## config.mk

```make
export PLATFORM = sky130hd
export DESIGN_NAME = toggle_event_receiver
export DESIGN_NICKNAME = d
export VERILOG_FILES = /design/src/rtl/toggle_rx_pkg.sv /design/src/rtl/toggle_event_receiver_sync_chain.sv /design/src/rtl/toggle_event_receiver.sv
export SDC_FILE = /design/constraint.sdc
export NUM_CORES = 1
export LEC_CHECK = 0
export ABC_AREA = 1
export ABC_CLOCK_PERIOD_IN_PS = 3400
export CAP_MARGIN = 30
export CORE_MARGIN = 2
export CORE_UTILIZATION = 55
export CTS_BUF_LIST = sky130_fd_sc_hd__clkbuf_16
export DETAILED_ROUTE_END_ITERATION = 10
export GPL_TIMING_DRIVEN = 0
export PLACE_DENSITY_LB_ADDON = 0.08
export SYNTH_ARGS = -nofsm -noshare
export SYNTH_HDL_FRONTEND = slang
export SYNTH_SLANG_ARGS = --single-unit
```

## constraint.sdc

```tcl
create_clock -name clk -period 3.4 [get_ports clk]
set_input_delay 0.68 -clock clk [delete_from_list [all_inputs] [get_ports clk]]
set_output_delay 0.68 -clock clk [all_outputs]
set_load 0.02 [all_outputs]
```

## src/rtl/toggle_rx_pkg.sv

```systemverilog
// Shared constants, pending-counter update codes and sizing helpers for the
// toggle-line event receiver.
package toggle_rx_pkg;

    localparam int SYNC_STAGES_DEF = 2;
    localparam int CNT_W_DEF       = 4;
    localparam int TOT_W_DEF       = 16;

    localparam logic [CNT_W_DEF-1:0] PEND_MAX = {CNT_W_DEF{1'b1}};

    // {det, pop} pair selecting how the pending counter moves this edge
    typedef enum logic [1:0] {
        PEND_HOLD = 2'b00,
        PEND_POP  = 2'b01,
        PEND_DET  = 2'b10,
        PEND_BOTH = 2'b11
    } pend_op_e;

    // Warmup counter must be able to hold SYNC_STAGES, which is its terminal value
    function automatic int warm_w(input int stages);
        return $clog2(stages + 2);
    endfunction

endpackage

```

## src/rtl/toggle_event_receiver_sync_chain.sv

```systemverilog
// Plain shift-register synchroniser for a single asynchronous bit; all
// stages clear on synchronous reset.
module sync_chain #(
    parameter int STAGES = 2
) (
    input  logic clk,
    input  logic reset,
    input  logic d,
    output logic q
);

    logic [STAGES-1:0] r_sync;

    // Shift the asynchronous input through the synchroniser stages
    always_ff @(posedge clk) begin
        if (reset) begin
            r_sync <= '0;
        end else begin
            r_sync <= {r_sync[STAGES-2:0], d};
        end
    end

    assign q = r_sync[STAGES-1];

endmodule

```

## src/rtl/toggle_event_receiver.sv

```systemverilog
// Receiver for a toggle-encoded event line: every level change on t_in is one
// event, queued in a saturating counter and handed out over valid/ready.
module toggle_event_receiver
    import toggle_rx_pkg::*;
#(
    parameter int SYNC_STAGES = SYNC_STAGES_DEF,
    parameter int CNT_W       = CNT_W_DEF,
    parameter int TOT_W       = TOT_W_DEF
) (
    input  logic             clk,
    input  logic             reset,
    input  logic             t_in,
    input  logic             ev_ready,
    input  logic             clr_ovf,
    output logic             ev_valid,
    output logic [CNT_W-1:0] pending,
    output logic             overflow,
    output logic             level,
    output logic [TOT_W-1:0] total_events
);

    localparam int               WARM_W    = warm_w(SYNC_STAGES);
    localparam logic [WARM_W-1:0] WARM_LAST = WARM_W'(SYNC_STAGES);
    localparam logic [WARM_W-1:0] WARM_ONE  = {{(WARM_W-1){1'b0}}, 1'b1};
    localparam logic [CNT_W-1:0] PEND_LIM  = {CNT_W{1'b1}};
    localparam logic [CNT_W-1:0] PEND_ONE  = {{(CNT_W-1){1'b0}}, 1'b1};
    localparam logic [TOT_W-1:0] TOT_ONE   = {{(TOT_W-1){1'b0}}, 1'b1};

    logic              w_sync;
    logic              w_det;
    logic              w_pop;
    logic              w_ovf_set;
    logic [CNT_W-1:0]  w_pend_nxt;
    pend_op_e          w_op;

    logic [WARM_W-1:0] r_warm;
    logic              r_armed;
    logic              r_prev;
    logic [CNT_W-1:0]  r_pending;
    logic              r_valid;
    logic              r_overflow;
    logic [TOT_W-1:0]  r_total;

    sync_chain #(
        .STAGES (SYNC_STAGES)
    ) u_sync (
        .clk   (clk),
        .reset (reset),
        .d     (t_in),
        .q     (w_sync)
    );

    // Edge detect is suppressed until the synchroniser has flushed its reset zeros
    assign w_det = r_armed & (w_sync != r_prev);
    assign w_pop = r_valid & ev_ready;
    assign w_op  = pend_op_e'({w_det, w_pop});

    // Next pending count; a detection at saturation is lost and flags overflow
    always_comb begin
        w_pend_nxt = r_pending;
        w_ovf_set  = 1'b0;
        case (w_op)
            PEND_DET: begin
                if (r_pending == PEND_LIM) begin
                    w_ovf_set = 1'b1;
                end else begin
                    w_pend_nxt = r_pending + PEND_ONE;
                end
            end
            PEND_POP: begin
                w_pend_nxt = r_pending - PEND_ONE;
            end
            PEND_BOTH: begin
                w_pend_nxt = r_pending;
            end
            default: begin
                w_pend_nxt = r_pending;
            end
        endcase
    end

    // Warmup, edge history, event queue, overflow flag and running total
    always_ff @(posedge clk) begin
        if (reset) begin
            r_warm     <= '0;
            r_armed    <= 1'b0;
            r_prev     <= 1'b0;
            r_pending  <= '0;
            r_valid    <= 1'b0;
            r_overflow <= 1'b0;
            r_total    <= '0;
        end else begin
            if (!r_armed) begin
                if (r_warm == WARM_LAST) begin
                    r_armed <= 1'b1;
                end else begin
                    r_warm <= r_warm + WARM_ONE;
                end
            end
            r_prev    <= w_sync;
            r_pending <= w_pend_nxt;
            r_valid   <= (w_pend_nxt != '0);
            if (w_ovf_set) begin
                r_overflow <= 1'b1;
            end else if (clr_ovf) begin
                r_overflow <= 1'b0;
            end
            if (w_det) begin
                r_total <= r_total + TOT_ONE;
            end
        end
    end

    assign ev_valid     = r_valid;
    assign pending      = r_pending;
    assign overflow     = r_overflow;
    assign level        = w_sync;
    assign total_events = r_total;

endmodule

```

==> metrics.md <==
| Metric | Value |
|---|---|
| Outcome | finished clean |
| Top Ports | 28 |
| Hold buffers post-CTS | 0 |
| Post-synth ARST share | 0% |
| Final Util | 71.4% |
| Vias per Instance | 5.22 |
| Final WL | 3.42 mm |
| Syn Nets | 243 |
| GPL Wtd Cong | around 0.81 |
| Fillers | 233 |
| Max stage delay on crit path | 0.66 ns |
| Core ar. | 2690 µm² |
| Placed cell areas | approximately 1800 µm² |
| Largest cells by area after synthesis | dfxtp_1, nand2_1, inv_1, nor2_1, a21oi_1 |
| Finished Cell Area | 1920 µm² |
| Distinct cell type count after synthesis | 23 |
| Seq. cell area | 561 µm² |
| Hold/Removal Path Class | flip-flop to flip-flop |
| Crit end category | output pin |
| Grt met3 use | 3.46% |
| CP max FO | 6 |
| Worst-case clock buffer depth | 2 |
| VDD IR max | roughly 0.40 mV |
| Vias in the first global route | 1383 |
| Max Fclk | 481 MHz |
| First-pass GRT wire length | 5.88 mm |
| Starting Density | 56.3% |
| Startpoint types | flip-flop |
| Actual slew at the worst max-slew pin | 0.533 ns |
| CP cell instances | clkdlybuf4s50_1 |
| Slew HR | 64.5% |
| Final Slew Violations | 0 |
| Detailed-route DRC error count | 0 |
| Post_cts resized | 0 |
| Post-synth EDFFs | 0 |
| Crit Path Class | flip-flop to output pin |
| Hold Violations, Final | 0 |
| Via Count | around 1500 |
| R2r setup slk | about 1.5 ns |
| CTS tree | yes |
| Hold path endpoint | u_sync.r_sync[1] |
| Final ANT Viol Nets | 0 |
| Synthesis Warnings | 0 |
| Sequential fraction of the synthesis area | a little under two fifths |
| Root Driver | clkbuf_16 |
| WP buf/inv | 1 |
| CTS clock-pin slew for the worst setup and hold paths | about 0.070 ns |
| CP Data Required Time | roughly 2.7 ns |
| Die Ht | 56.4 µm |
| DIE AREA | 3190 µm² |
| Post-DP HPWL | 2.46 mm |
| Floorplan row count | 19 |
| Hold Path Depth | 2 |
| Multi-input logic area | 800 µm² |
| Initial drt markers | 49 |
| Chip width | 56.4 µm |
| Top Usage Layer GRT | met2 |
| Placed Cells | 289 |
| Fin crit share | 61.2% |
| Latest clock arrival within the worst-skew pair | 0.26 ns |
| GR Util met1 | a little under a third |
| R2R Path Start | u_sync.r_sync[1] |
| Biggest area consumer among synthesized cells | dfxtp_1 |
| WP data arrival | 1.40 ns |
| Layout area overhead | 26.7% |
| GRT overflow | 0 |
| Non-Filler Instances | 293 |
| Max_cap viols | 0 |
| R2R depth | 13 |
| Clk_skew | 0.00290 ns |
| Pwr dens | 464 nW/µm² |
| Syn_area_per_cell | 6.52 µm² |
| Met2 usage | 38.9% |
| Setup violators final | 0 |
| Final nets | around 270 |
| Crit path max-delay family | buffers and inverters |
| Worst setup margin | between 1 and 1.5 ns |
| Post-CTS Setup Inserts | 0 |
| Gate Count Post-Synth | 232 |
| Diodes inserted | 0 |
| RSZ-0062 raised after global routing | no |
| Synth Cell Area | 1510 µm² |
| Pre-CTS setup slack | between 1 and 1.5 ns |
| Share of cells above drive strength 1 | 5.34% |
| TNS Setup | 0 ns |
| Worst hold start | u_sync.r_sync[0] |
| Sink Count | 28 |
| Register bit total from synthesis | 28 |
| Slowest stage cell on the critical path | clkdlybuf4s50_1 |
| R2R Path End | ev_valid |
| Largest net degree at the start of global routing | 17 |
| DR pass1 iterations | 4 |
| Routed length per placed instance | 11.7 µm |
| Min cycle time layout | 2.08 ns |
| Initial antenna violation count | 0 |
| Synth Flop Type | dfxtp_1 |
| All-layer global routing usage | between 20% and 30% |
| Port-buffer cells | 26 |
| H-Tree Level Count | 1 |
| Yosys top cell area share | 37.1% |
| Leak Pwr | 0.000756 µW |
| TritonCTS buffer count | 3 |
[layout by cell type, fill, tap and decap left out]
cell type        instances
a21oi_2                  1
o21a_1                   1
ha_1                     6
nand3_2                  1
a21oi_1                 17
clkbuf_1                 3
o21ai_0                 13
buf_2                    2
dfxtp_1                 28
nand3_4                  1
nand2_1                 65
bufinv_16                1
xnor2_1                  2
nor2_2                   3
nor3_1                   1
clkdlybuf4s50_1         26
nand4_1                  5
nor3b_1                  1
a31oi_1                  1
clkbuf_16                3
nand2_2                  1
clkinv_1                 1
nor2_4                   1
nand3_1                 14
nor2_1                  30
inv_1                   34
[cells in the mapped netlist, types with 2 or more instances]
| master | instances |
|---|---|
| ha_1 | 6 |
| inv_1 | 34 |
| clkbuf_1 | 3 |
| buf_2 | 2 |
| nor2_2 | 3 |
| o21ai_0 | 13 |
| xnor2_1 | 2 |
| nand4_1 | 5 |
| dfxtp_1 | 28 |
| nand2_1 | 65 |
| a21oi_1 | 17 |
| nor2_1 | 30 |
| nand3_1 | 14 |
[per-layer routing]
layer  routed length [µm]  up-vias
li1                     -      792
met3                  138       10
met5                    0        -
met1                 1630      685
met4                   58        0
met2                 1590       41
[metrics by stage]
stage | power [µW] | hold WS (ns)
finish | 890 | 0.410
global placement | 542 | 0.404
global route | 932 | 0.424
floorplan | 493 | 0.388
CTS | 894 | 0.413
detailed placement | 547 | 0.398
[worst max path at each step]
stage                      from  slack [ns]          to  depth (start not counted)
3_3_place_gp           ev_ready        1.18    ev_valid                         12
4_1_cts              pending[1]        1.34  pending[1]                          1
3_5_place_dp           ev_ready        1.18    ev_valid                         12
2_1_floorplan  u_sync.r_sync[1]        1.58    ev_valid                         13
6_report             pending[1]        1.32  pending[1]                          1
5_1_grt        u_sync.r_sync[1]        1.30    ev_valid                         13
[flip-flops by register name, summed over array words and instances (netlist names)]
signal / count
u_sync.r_sync: 2
r_warm: 2
r_prev: 1
ev_valid: 1
total_events: 16
r_armed: 1
pending: 4
overflow: 1
[power by group]
group | internal [µW] | total (µW) | switching, µW
Combinational | 65.7 | 164 | 98.0
Clock | 235 | 350 | 115
Sequential | 355 | 377 | 21.4
Total | 656 | 890 | 235
[cell type report]
cell class | count | area share [%]
Tap cell | 31 | 2.02
Timing Repair Buffer | 26 | 13.6
Inverter | 35 | 6.85
Clock inverter | 1 | 1.57
Clock buffer | 3 | 3.92
Sequential cell | 28 | 29.2
Multi-Input combinational cell | 164 | 41.7
Buffer | 5 | 1.11
[kinds of logic (layout without fill, tap and decap cells)]
| kind of cell | after synthesis | count (layout) | share of synthesized area (%) |
|---|---|---|---|
| simple gates | 123 | 123 | 35.3 |
| buf+inv | 40 | 70 | 10.1 |
| compound gates | 33 | 33 | 11.4 |
| flops | 28 | 28 | 37.1 |
| fa+ha+maj | 6 | 6 | 4.96 |
| xor+xnor | 2 | 2 | 1.16 |
(Power assumes the default switching activity.)
